## config.mk

```make
export PLATFORM = sky130hd
export DESIGN_NAME = vga_scene_renderer
export DESIGN_NICKNAME = d
export VERILOG_FILES = /design/src/rtl/vga_game_pkg.sv /design/src/rtl/pipe_hit_unit.sv /design/src/rtl/vga_scene_renderer.sv
export SDC_FILE = /design/constraint.sdc
export NUM_CORES = 1
export LEC_CHECK = 0
export BUFFER_PORTS_ARGS = -buffer_cell sky130_fd_sc_hd__clkbuf_2
export CAP_MARGIN = 25
export CORE_MARGIN = 1
export CORE_UTILIZATION = 30
export CTS_BUF_LIST = sky130_fd_sc_hd__clkbuf_4
export DETAILED_ROUTE_END_ITERATION = 10
export SYNTH_ARGS = -nofsm -noshare
export SYNTH_HDL_FRONTEND = slang
export SYNTH_HIERARCHICAL = 1
export SYNTH_SLANG_ARGS = --single-unit
```

## constraint.sdc

```tcl
create_clock -name clk -period 2.8 [get_ports clk]
set_input_delay 0.14 -clock clk [delete_from_list [all_inputs] [get_ports clk]]
set_output_delay 0.14 -clock clk [all_outputs]
set_load 0.005 [all_outputs]
```

## src/rtl/vga_game_pkg.sv

```systemverilog
// Shared constants and types for the VGA game display path.
package vga_game_pkg;

  localparam int unsigned COORD_W = 10;
  localparam int unsigned CMP_W   = COORD_W + 1;
  localparam int unsigned RGB_W   = 12;

  localparam logic [RGB_W-1:0] BLACK    = 12'h000;
  localparam logic [RGB_W-1:0] WHITE    = 12'hFFF;
  localparam logic [RGB_W-1:0] RED      = 12'hF00;
  localparam logic [RGB_W-1:0] GREEN    = 12'h0F0;
  localparam logic [RGB_W-1:0] DARK_RED = 12'h400;

  typedef enum logic [1:0] {
    ST_RUN   = 2'd0,
    ST_FLASH = 2'd1,
    ST_DEAD  = 2'd2
  } state_t;

  typedef struct packed {
    logic [COORD_W-1:0] x;
    logic [COORD_W-1:0] y;
  } point_t;

endpackage

```

## src/rtl/pipe_hit_unit.sv

```systemverilog
// Combinational test: is the scan position inside one pipe (outside its gap)?
module pipe_hit_unit
  import vga_game_pkg::*;
#(
  parameter int unsigned PIPE_HW = 50,
  parameter int unsigned GAP_H   = 100
) (
  input  logic [COORD_W-1:0] hcount,
  input  logic [COORD_W-1:0] vcount,
  input  logic [COORD_W-1:0] px,
  input  logic [COORD_W-1:0] py,
  input  logic               en,
  output logic               hit_c
);

  localparam logic [CMP_W-1:0] HW  = CMP_W'(PIPE_HW);
  localparam logic [CMP_W-1:0] GAP = CMP_W'(GAP_H);

  logic [CMP_W-1:0] h, v, x, y;

  // Zero-extended operands; additions only, so the left edge clips instead of wrapping
  always_comb begin
    h     = CMP_W'(hcount);
    v     = CMP_W'(vcount);
    x     = CMP_W'(px);
    y     = CMP_W'(py);
    hit_c = en && (h + HW >= x) && (h <= x + HW) && ((v <= y) || (v >= y + GAP));
  end

endmodule

```

## src/rtl/vga_scene_renderer.sv

```systemverilog
// Per-pixel scene renderer: pipes, bird, background and collision sequence.
module vga_scene_renderer
  import vga_game_pkg::*;
#(
  parameter int unsigned      N_PIPES      = 2,
  parameter int unsigned      PIPE_HW      = 50,
  parameter int unsigned      GAP_H        = 100,
  parameter int unsigned      BIRD_HS      = 10,
  parameter int unsigned      FLASH_FRAMES = 8,
  parameter logic [RGB_W-1:0] BG_COLOR     = RED,
  parameter logic [RGB_W-1:0] PIPE_COLOR   = GREEN,
  parameter logic [RGB_W-1:0] BIRD_COLOR   = WHITE,
  parameter logic [RGB_W-1:0] DEAD_COLOR   = DARK_RED
) (
  input  logic                       clk,
  input  logic                       reset,
  input  logic                       bright,
  input  logic [COORD_W-1:0]         hCount,
  input  logic [COORD_W-1:0]         vCount,
  input  logic [COORD_W-1:0]         bird_x,
  input  logic [COORD_W-1:0]         bird_y,
  input  logic [COORD_W*N_PIPES-1:0] pipe_x,
  input  logic [COORD_W*N_PIPES-1:0] pipe_y,
  input  logic [N_PIPES-1:0]         pipe_en,
  input  logic                       clear_hit,
  output logic [RGB_W-1:0]           rgb,
  output logic                       hit,
  output logic                       hit_pulse
);

  localparam int unsigned      CNT_W = $clog2(FLASH_FRAMES + 1);
  localparam logic [CNT_W-1:0] CNT_END = CNT_W'(FLASH_FRAMES);
  localparam logic [CMP_W-1:0] BHS = CMP_W'(BIRD_HS);

  logic                       frame_start_c;
  point_t                     bird_s;
  logic [COORD_W*N_PIPES-1:0] pipe_x_s, pipe_y_s;
  logic [N_PIPES-1:0]         pipe_en_s;
  logic [N_PIPES-1:0]         pipe_hits_c;
  logic                       bird_hit_c;
  logic                       bright_d1, pipe_hit, bird_hit;
  state_t                     state, state_n;
  logic [CNT_W-1:0]           flash_cnt, cnt_n;
  logic                       hit_n, pulse_n, collide_c;
  logic [RGB_W-1:0]           bg_c, rgb_n;

  assign frame_start_c = (hCount == '0) && (vCount == '0);

  // Capture object positions once per frame so the picture cannot tear
  always_ff @(posedge clk) begin
    if (!reset) begin
      bird_s    <= '0;
      pipe_x_s  <= '0;
      pipe_y_s  <= '0;
      pipe_en_s <= '0;
    end else if (frame_start_c) begin
      bird_s    <= '{x: bird_x, y: bird_y};
      pipe_x_s  <= pipe_x;
      pipe_y_s  <= pipe_y;
      pipe_en_s <= pipe_en;
    end
  end

  for (genvar i = 0; i < N_PIPES; i++) begin : g_pipe
    pipe_hit_unit #(.PIPE_HW(PIPE_HW), .GAP_H(GAP_H)) u_pipe (
      .hcount (hCount),
      .vcount (vCount),
      .px     (pipe_x_s[COORD_W*i +: COORD_W]),
      .py     (pipe_y_s[COORD_W*i +: COORD_W]),
      .en     (pipe_en_s[i]),
      .hit_c  (pipe_hits_c[i])
    );
  end

  // Bird square test against the latched centre, inclusive on all sides
  always_comb begin
    bird_hit_c = (CMP_W'(hCount) + BHS >= CMP_W'(bird_s.x)) &&
                 (CMP_W'(hCount) <= CMP_W'(bird_s.x) + BHS) &&
                 (CMP_W'(vCount) + BHS >= CMP_W'(bird_s.y)) &&
                 (CMP_W'(vCount) <= CMP_W'(bird_s.y) + BHS);
  end

  // Stage 1: register visibility and geometry hits
  always_ff @(posedge clk) begin
    if (!reset) begin
      bright_d1 <= 1'b0;
      pipe_hit  <= 1'b0;
      bird_hit  <= 1'b0;
    end else begin
      bright_d1 <= bright;
      pipe_hit  <= |pipe_hits_c;
      bird_hit  <= bird_hit_c;
    end
  end

  // Stage 2 / FSM next state: collision sequence, background and colour priority
  always_comb begin
    state_n   = state;
    cnt_n     = flash_cnt;
    hit_n     = hit;
    pulse_n   = 1'b0;
    bg_c      = BG_COLOR;
    rgb_n     = BLACK;
    collide_c = bright_d1 && pipe_hit && bird_hit;
    case (state)
      ST_RUN: begin
        if (collide_c) begin
          state_n = ST_FLASH;
          hit_n   = 1'b1;
          pulse_n = 1'b1;
          cnt_n   = '0;
        end
      end
      ST_FLASH: begin
        bg_c = flash_cnt[0] ? BLACK : BG_COLOR;
        if (frame_start_c) begin
          cnt_n = flash_cnt + CNT_W'(1);
          if (cnt_n == CNT_END) state_n = ST_DEAD;
        end
      end
      ST_DEAD: bg_c = DEAD_COLOR;
      default: state_n = ST_RUN;
    endcase
    // A clear in the same cycle as a collision discards the collision
    if (clear_hit) begin
      state_n = ST_RUN;
      hit_n   = 1'b0;
      pulse_n = 1'b0;
      cnt_n   = '0;
    end
    if (!bright_d1)    rgb_n = BLACK;
    else if (pipe_hit) rgb_n = PIPE_COLOR;
    else if (bird_hit) rgb_n = BIRD_COLOR;
    else               rgb_n = bg_c;
  end

  // State, flash counter, hit flags and pixel output registers
  always_ff @(posedge clk) begin
    if (!reset) begin
      state     <= ST_RUN;
      flash_cnt <= '0;
      hit       <= 1'b0;
      hit_pulse <= 1'b0;
      rgb       <= '0;
    end else begin
      state     <= state_n;
      flash_cnt <= cnt_n;
      hit       <= hit_n;
      hit_pulse <= pulse_n;
      rgb       <= rgb_n;
    end
  end

endmodule

```

# Word level (Yosys, flattened, before mapping)
# Cells that the tools add are included.
[classes] addsub=10 n_mul=0 div_mod_pow=0 n_lt_le_gt_ge=12 eq_ne=6 shift=0 muxes=12 bitwise_logic=4 n_reduce_logical=26
[ops] op="10-bit by 4-bit adder with 11-bit output, second input constant" count=4
[ops] op="11-bit by 10-bit greater-or-equal comparator with 1-bit output" count=4
[ops] op="10-bit by 11-bit <= comparator with 1-bit output" count=4
[ops] op="10-bit by 6-bit adder with 11-bit output, second input constant" count=3
[ops] op="12-bit two-way mux" count=2
[ops] op="12-bit case mux with 2 select lines" count=1
[ops] op="10-bit by 7-bit adder with 11-bit output, second input constant" count=2
[ops] op="10-bit by 11-bit greater-or-equal comparator with 1-bit output" count=2
[ops] op="10-bit <= comparator" count=2
[ops] op="10-bit logical NOT" count=2
[ops] op="1-bit logical AND" count=12
[ops] op="4-bit two-way mux" count=2
[ops] op="8-bit two-way mux" count=1
[ops] op="4-bit case mux with 2 select lines" count=1
[ops] op="2-bit two-way mux" count=3
[ops] op="2-bit inequality test, second input constant" count=3
[ops] op="2-bit case mux with 3 select lines" count=1
[ops] op="3-bit OR reduction" count=2
[ops] op="4-bit by 1-bit adder with 4-bit output, second input constant" count=1
[ops] op="4-bit equality test, second input constant" count=1
[ops] op="1-bit inverter" count=4
[ops] op="2-bit AND reduction" count=2
[ops] op="4-bit AND reduction" count=1
[ops] op="2-bit OR reduction" count=2
[ops] op="other kinds (7)" count=8
[totals] reg_bits=85 latchBits=0 mem_bits_rw=0 rom_bits=0 in_bits=86 word_cells=84 n_memories=0

# Longest topological paths before layout
# Gate-level depths: netlist of the first run.
[logic_depth] word_depth=6 mapped_depth=12 mapped_depth_nobuf=12

# Hierarchy
# Netlist of the first run, hierarchy kept.
[by_module_without_submodules] mod="vga_scene_renderer" n_inst=1 cells_per_inst=548 area_per_inst_um2=4496.8 seq_area_each_um2=1541.5
[by_module_without_submodules] mod="pipe_hit_unit at g_pipe[0].u_pipe" n_inst=1 cells_per_inst=168 area_per_inst_um2=1268.7 seq_area_each_um2=0.0
[by_module_without_submodules] mod="pipe_hit_unit at g_pipe[1].u_pipe" n_inst=1 cells_per_inst=165 area_per_inst_um2=1246.2 seq_area_each_um2=0.0

# Least setup slack after synthesis of the first run
# No wires, ideal clock.
[synth_path] kind="reg-to-reg" start="register pipe_y_s[4]" end="register pipe_hit" setup_time_ns=0.115 arrival_ns=2.160 required_ns=2.685 path_slack_ns=0.525 stages_incl_launch_ff=11 synth_period_minus_slack_ns=2.275 path_cell_list="dfxtp_1 -> nand3_1 -> nand3_1 -> nand3_1 -> xnor2_1 -> ha_1 -> a2111oi_2 -> o21ai_1 -> o221a_1 -> o211a_1 -> o21a_1"
[synth_between] elab_chain_len=5 elab_cells_between_ends=6
[synth_lines] item="start, declared" line_no="vga_scene_renderer.sv:37" text="logic [COORD_W*N_PIPES-1:0] pipe_x_s, pipe_y_s;"
[synth_lines] item="start signal, assigned" line_no="vga_scene_renderer.sv:59" text="pipe_y_s <= pipe_y;"
[synth_lines] item="10-bit by 7-bit adder with 11-bit output" line_no="pipe_hit_unit.sv:27" text="hit_c = en && (h + HW >= x) && (h <= x + HW) && ((v <= y) || (v >= y + GAP));"
[synth_lines] item="10-bit by 11-bit greater-or-equal comparator with 1-bit output" line_no="pipe_hit_unit.sv:27"
[synth_lines] item="1-bit logical OR (*)" line_no="pipe_hit_unit.sv:27"
[synth_lines] item="1-bit logical AND (*)" line_no="pipe_hit_unit.sv:27"
[synth_lines] item="named net pipe_hits_c[0]" line_no="vga_scene_renderer.sv:39" text="logic [N_PIPES-1:0] pipe_hits_c;"
[synth_lines] item="2-bit OR reduction (*)" line_no="vga_scene_renderer.sv:91" text="pipe_hit <= |pipe_hits_c;"
[synth_lines] item="end signal, assigned" line_no="vga_scene_renderer.sv:91"
[synth_lines] item="end, declared" line_no="vga_scene_renderer.sv:41" text="logic bright_d1, pipe_hit, bird_hit;"
# The timed path passes the listed nets; every way through them passes the cells marked *.
# A chain may end at the register's enable or synchronous reset.

# Worst setup path after layout of the first run
[layout_path] start="register pipe_x_s[11]" end="register pipe_hit"
[layout_between] elab_chain_len=5 elab_cells_between_ends=7
[layout_lines] item="start, declared" line_no="vga_scene_renderer.sv:37"
[layout_lines] item="start signal, assigned" line_no="vga_scene_renderer.sv:58" text="pipe_x_s <= pipe_x;"
[layout_lines] item="10-bit by 6-bit adder with 11-bit output or 11-bit by 10-bit greater-or-equal comparator with 1-bit output (tied branches)" line_no="pipe_hit_unit.sv:27"
[layout_lines] item="10-bit by 11-bit <= comparator with 1-bit output or 1-bit logical AND (tied branches)" line_no="pipe_hit_unit.sv:27"
[layout_lines] item="1-bit logical AND (*) (2 in series)" line_no="pipe_hit_unit.sv:27"
[layout_lines] item="named net pipe_hits_c[1]" line_no="vga_scene_renderer.sv:39"
[layout_lines] item="2-bit OR reduction (*)" line_no="vga_scene_renderer.sv:91"
# Marked as above.

==> results of run 1 <==
[cell usage in the layout, fill, tap and decap left out, drive strengths merged, types with 5 or more instances in the layout]
cell / instances
and3: 6
o21a: 9
xor2: 14
nor2: 27
buf: 10
nor3: 10
nand2: 155
nor4: 10
a21oi: 37
dfxtp: 77
clkbuf: 109
a31oi: 5
and2: 5
nor2b: 5
dlygate4sd3: 64
inv: 83
o21ai: 28
xnor2: 53
nand3: 23
a21o: 17
a21boi: 66
ha: 126
nand2b: 8
nand4: 23
a211oi: 8
o211ai: 5
[where the power goes]
group | leakage (nW) | internal (mW) | switching [mW]
sequential | 0.620 | 1.10 | 0.00202
combinational | 2.70 | 0.280 | 0.271
clock | 0.0683 | 0.273 | 0.418
total | 3.39 | 1.65 | 0.691
[timing repair]
item | in CTS | in global routing
resized for setup | 0 | 0
hold buffers | 64 | 0
hold endpoints to repair | 70 | 0
setup endpoints to repair | 0 | 0
[registers in the layout, indices dropped and copies added, names as in the netlist]
| name | cells |
|---|---|
| bird_s | 20 |
| flash_cnt | 4 |
| hit | 1 |
| pipe_hit | 1 |
| hit_pulse | 1 |
| bright_d1 | 1 |
| pipe_en_s | 2 |
| pipe_x_s | 20 |
| pipe_y_s | 20 |
| state | 2 |
| rgb | 4 |
| bird_hit | 1 |
[worst max-delay path: stages (launching register included)]
cell and delay [ns]:
dfxtp_1 0.38, and3_1 0.24, o31a_1 0.28, or2_2 0.31
ha_1 0.31, nand2_1 0.07, nor2_1 0.04, a211o_1 0.26
o21bai_1 0.13, a21o_1 0.21, o311a_1 0.18, o21a_1 0.11
[metrics by stage]
step            util  hold WS (ns)  cell area, um2  cells
6_report       0.378         0.327            8610   1356
5_1_grt        0.378         0.338            8610   1356
4_1_cts        0.378         0.282            8600   1352
3_5_place_dp   0.344         0.351            7840   1274
3_3_place_gp   0.344         0.347            7840   1274
2_1_floorplan      -         0.267            7010    881
[worst min-delay path by stage]
| stage | to | slack, ns | cells after the start |
|---|---|---|---|
| after floorplan | bright_d1$_SDFF_PN0_ | 0.27 | 1 |
| after global placement | bright_d1$_SDFF_PN0_ | 0.35 | 2 |
| after detailed placement | bright_d1$_SDFF_PN0_ | 0.35 | 2 |
| after CTS | pipe_y_s[4]$_SDFFE_PN0P_ | 0.28 | 2 |
| after global routing | pipe_y_s[6]$_SDFFE_PN0P_ | 0.34 | 2 |
| final | pipe_y_s[4]$_SDFFE_PN0P_ | 0.33 | 2 |
[cell type report]
cell class	count	area [um2]	share of cell area
antenna	4	10.0	0.00116
clock buffer	10	75.1	0.00871
clock inverter	4	51.3	0.00595
inverter	83	312	0.0362
multi-input combinational	692	5010	0.582
sequential	77	1540	0.179
tap	313	392	0.0455
timing repair buffer	173	1220	0.142
[kinds of logic (layout without fill, tap and decap cells)]
kind of cell / after synthesis / in the layout / synth area share
simple gates: 287 / 287 / 0.191
compound gates: 210 / 210 / 0.211
fa+ha+maj: 126 / 126 / 0.225
buf+inv: 112 / 270 / 0.0664
flops: 77 / 77 / 0.220
xor+xnor: 67 / 67 / 0.0837
mux: 2 / 2 / 0.00286
other cells: 0 / 4 / 0
[per-layer routing]
layer	wire length (um)	share of wire	track usage
met1	9090	0.48	0.208
met2	8940	0.47	0.290
met3	665	0.035	0.0242
met4	227	0.012	0.0443
met5	0	0	0
==> flow_summary.json, run 1 <==
{
  "status": "complete, no violations",
  "synth.net_count": 1093,
  "critPathArrivalTime_ns": 2.97,
  "synthArstFlopShare": 0,
  "die_y_um": 155,
  "synth.top_cell.area_share": 0.225,
  "fin_ws_ns": 0.257,
  "endpoint": "pipe_hit$_SDFF_PN0_",
  "final.period_utilization": 0.908,
  "ant_nets": 0,
  "grt_pass1_vias": 6425,
  "slew_headroom": 0.589,
  "grt_start_max_net_pins": 48,
  "dp_slack_ns": 0.170,
  "drive_above_1_share": 0.131,
  "rsz0062_at_grt": "false",
  "netlist_top_cells_count": "nand2_1 (155), ha_1 (126), inv_1 (83)",
  "powerDensity_nw_per_um2": 272,
  "tritoncts": "built",
  "syn-instance-count": 881,
  "clk_path_buf_depth": 2,
  "fmax_ghz": 0.393,
  "worstMarginPinSlew_ns": 0.617,
  "r2r_setup_slack_ns": 0.26,
  "synth_edf_count": 0,
  "min_path_type": "primary input to register",
  "vias": 6529,
  "setup_viol": 0,
  "slew_violations": 0,
  "grt_remaining_overflow": 0,
  "avgSynthCellArea_um2": 7.96,
  "die-area_um2": 24000,
  "cts_buffers": 9,
  "gp_congestion": 0.891,
  "skew_ns": 0.0324,
  "ctsRootBufferMaster": "clkbuf_4",
  "grt_pass1_wl_um": 31500,
  "cts.sinks": 77,
  "synth_seq_cells": 77,
  "timing.rr.end": "pipe_hit$_SDFF_PN0_",
  "wire_per_inst_um": 14.0,
  "start_util": 0.308,
  "post-cts-setup-buffer-count": 0,
  "hpwlAfterDp_um": 14300,
  "synth.most_common_cell": "nand2_1",
  "hold_viol": 0,
  "critPathLaunch": "pipe_x_s[11]$_SDFFE_PN0P_",
  "synth_area_leaders": "ha_1 (22%), dfxtp_1 (22%), nand2_1 (8.3%), xnor2_1 (6.6%), a21boi_0 (4.6%)",
  "cp_max_fo": 5,
  "grt_usage": 0.165,
  "clk_latency_ns": 0.47,
  "drtIter0Drc": 217,
  "p_leak_nw": 3.39,
  "antenna_found_initial": 1,
  "cp-start-kind": "register",
  "period_minus_slack_ns": 2.54,
  "fillers": 2402,
  "coreArea_um2": 22800,
  "netlist-cell-type-count": 63,
  "irDropWorstVdd_v": 0.000183,
  "io_buffer_count": 99,
  "final_net_count": 1248,
  "syn2layout_area_growth_pct": 22.9,
  "h-tree-depth": 3,
  "drv_cap": 0,
  "cp-end-kind": "register",
  "io_pins": 100,
  "path_class": "register to register",
  "p_total_mw": 2.34,
  "drt-vias-per-instance": 4.81,
  "drc": 0,
  "netlist_area_um2": 7010,
  "synthFlopType": "dfxtp_1",
  "drtPass1Iterations": 5,
  "die_w_um": 155,
  "yosysTopAreaCell": "ha_1",
  "hold_start": "reset",
  "ff2ff_path_depth": 11,
  "ys_seq_area_frac": 0.220,
  "yosys_warnings": 6,
  "crit_required_ns": 3.23,
  "fin_setup_tns_ns": 0,
  "routed_wirelength_um": 18900,
  "num_rows": 55,
  "cts.clk_slew.worst_paths_ns": 0.15,
  "r2r_start": "pipe_x_s[11]$_SDFFE_PN0P_"
}
(Power assumes the default switching activity.)
==> inputs of run 2 (changes only) <==
Settings changed: PLACE_DENSITY_LB_ADDON from default to 0.08.
==> run 2 against run 1 <==
  * Sequential power hardly changed
  * Clock skew is 0.018 ns lower
  * Die area stayed put
  * Register-to-register slack better by 0.03 ns
  * Clock-buffer cell count is 1 lower
  * Highest routed layer unchanged
==> flow_summary.json, run 2 (synthesized netlist as in run 1, its figures left out) <==
{
  "p_leak_nw": 3.44,
  "hold_viol": 0,
  "path_class": "register to register",
  "skew_ns": 0.0141,
  "drc": 0,
  "critPathArrivalTime_ns": 2.95,
  "crit_required_ns": 3.24,
  "start_util": 0.308,
  "cts.sinks": 77,
  "drt-vias-per-instance": 4.76,
  "die_w_um": 155,
  "cts-resized-gates": 0,
  "drtIter0Drc": 240,
  "cts.clk_slew.worst_paths_ns": 0.14,
  "io_buffer_count": 99,
  "cp_max_fo": 5,
  "drtPass1Iterations": 5,
  "wire_per_inst_um": 15.0,
  "vias": 6486,
  "ant_nets": 0,
  "r2r_setup_slack_ns": 0.29,
  "final_cell_mix": "nand2_1 (155), ha_1 (126), clkbuf_2 (99)",
  "die-area_um2": 24000,
  "final.period_utilization": 0.897,
  "tritoncts": "built",
  "grt_pass1_wl_um": 34100,
  "stdcell_area_um2": 8710,
  "num_rows": 55,
  "powerDensity_nw_per_um2": 286,
  "slew_violations": 0,
  "gp_congestion": 0.786,
  "cp-start-kind": "register",
  "top_regs": "bird_s (20), pipe_x_s (20), pipe_y_s (20)",
  "grt_start_max_net_pins": 47,
  "worstMarginPinSlew_ns": 0.473,
  "ctsRootBufferMaster": "clkbuf_4",
  "status": "complete, no violations",
  "utilization": 0.382,
  "cp-end-kind": "register",
  "h-tree-depth": 3,
  "final_common_cell": "nand2_1",
  "setup_viol": 0,
  "clk_latency_ns": 0.48,
  "antenna_found_initial": 2,
  "grt_usage": 0.181,
  "io_pins": 100,
  "drv_cap": 0,
  "die_y_um": 155,
  "irDropWorstVdd_v": 0.000223,
  "dpl_cell_area_um2": 7900,
  "fillers": 2417,
  "period_minus_slack_ns": 2.51,
  "hpwlAfterDp_um": 15400,
  "slew_headroom": 0.685,
  "routed_wirelength_um": 20500,
  "grt_remaining_overflow": 0,
  "clk_path_buf_depth": 2,
  "grt_pass1_vias": 6619,
  "min_path_type": "primary input to register",
  "rsz0062_at_grt": "false",
  "cts_buffers": 9,
  "syn2layout_area_growth_pct": 24.2,
  "drive_above_1_share": 0.137,
  "fmax_ghz": 0.398,
  "coreArea_um2": 22800,
  "final_net_count": 1254,
  "fin_setup_tns_ns": 0
}
[run 2: cell count changes in the layout (fill, tap and decap cells not counted), sizes merged]
cell / before / now
clkinv: 2 / 4
clkbuf: 109 / 108
clkinvlp: 1 / 0
diode: 4 / 2
buf: 10 / 16
inv: 83 / 84
bufinv: 1 / 2
[run 2: routing by layer]
| layer | wire [um] | global-route usage |
|---|---|---|
| met5 | 0 | 0 |
| met4 | 196 | 0.0377 |
| met3 | 564 | 0.0292 |
| met2 | 10200 | 0.328 |
| met1 | 9540 | 0.225 |
[run 2: final timing paths]
check | cells after the start | to | startpoint
worst max register to register | 11 | pipe_hit$_SDFF_PN0_ | pipe_x_s[11]$_SDFFE_PN0P_
worst max-delay path | 11 | pipe_hit$_SDFF_PN0_ | pipe_x_s[11]$_SDFFE_PN0P_
worst min register to register | 2 | pipe_y_s[11]$_SDFFE_PN0P_ | pipe_y_s[11]$_SDFFE_PN0P_
worst min-delay path | 2 | pipe_x_s[0]$_SDFFE_PN0P_ | reset
[run 2: final cells by class]
cell class | count | area (um2) | share of cell area
Sequential cell | 77 | 1540 | 0.177
Multi-Input combinational cell | 692 | 5010 | 0.575
Inverter | 83 | 312 | 0.0358
Clock inverter | 7 | 98.8 | 0.0114
Timing Repair Buffer | 179 | 1280 | 0.147
Clock buffer | 9 | 67.6 | 0.00776
Antenna cell | 2 | 5.00 | 0.000575
Tap cell | 313 | 392 | 0.0450
[run 2: metrics by stage]
stage,total power [mW],setup slack (ns),std cells,hold WS [ns]
after floorplan,1.41,0.525,881,0.267
after global placement,1.62,0.234,1280,0.350
after detailed placement,1.62,0.160,1280,0.355
after CTS,2.54,0.268,1360,0.184
after global routing,2.66,0.0563,1362,0.194
final,2.49,0.289,1362,0.209
[run 2: timing repair]
action                    in CTS  in global routing
hold endpoints to repair      70                  0
hold buffers                  64                  0
buffers inserted               0                  0
[run 2: worst max-delay path, stage by stage, from the launching register on]
cell and delay, ns:
dfxtp_1 0.38, and3_1 0.23, o31a_1 0.28, or2_2 0.31
ha_1 0.31, nand2_1 0.07, nor2_1 0.04, a211o_1 0.26
o21bai_1 0.12, a21o_1 0.18, o311a_1 0.18, o21a_1 0.11
[run 2: report_power, final]
part           internal [mW]  switching (mW)  total, mW
clock network          0.366           0.464      0.830
logic                  0.282           0.278      0.560
registers               1.10         0.00206       1.10
total                   1.75           0.744       2.49
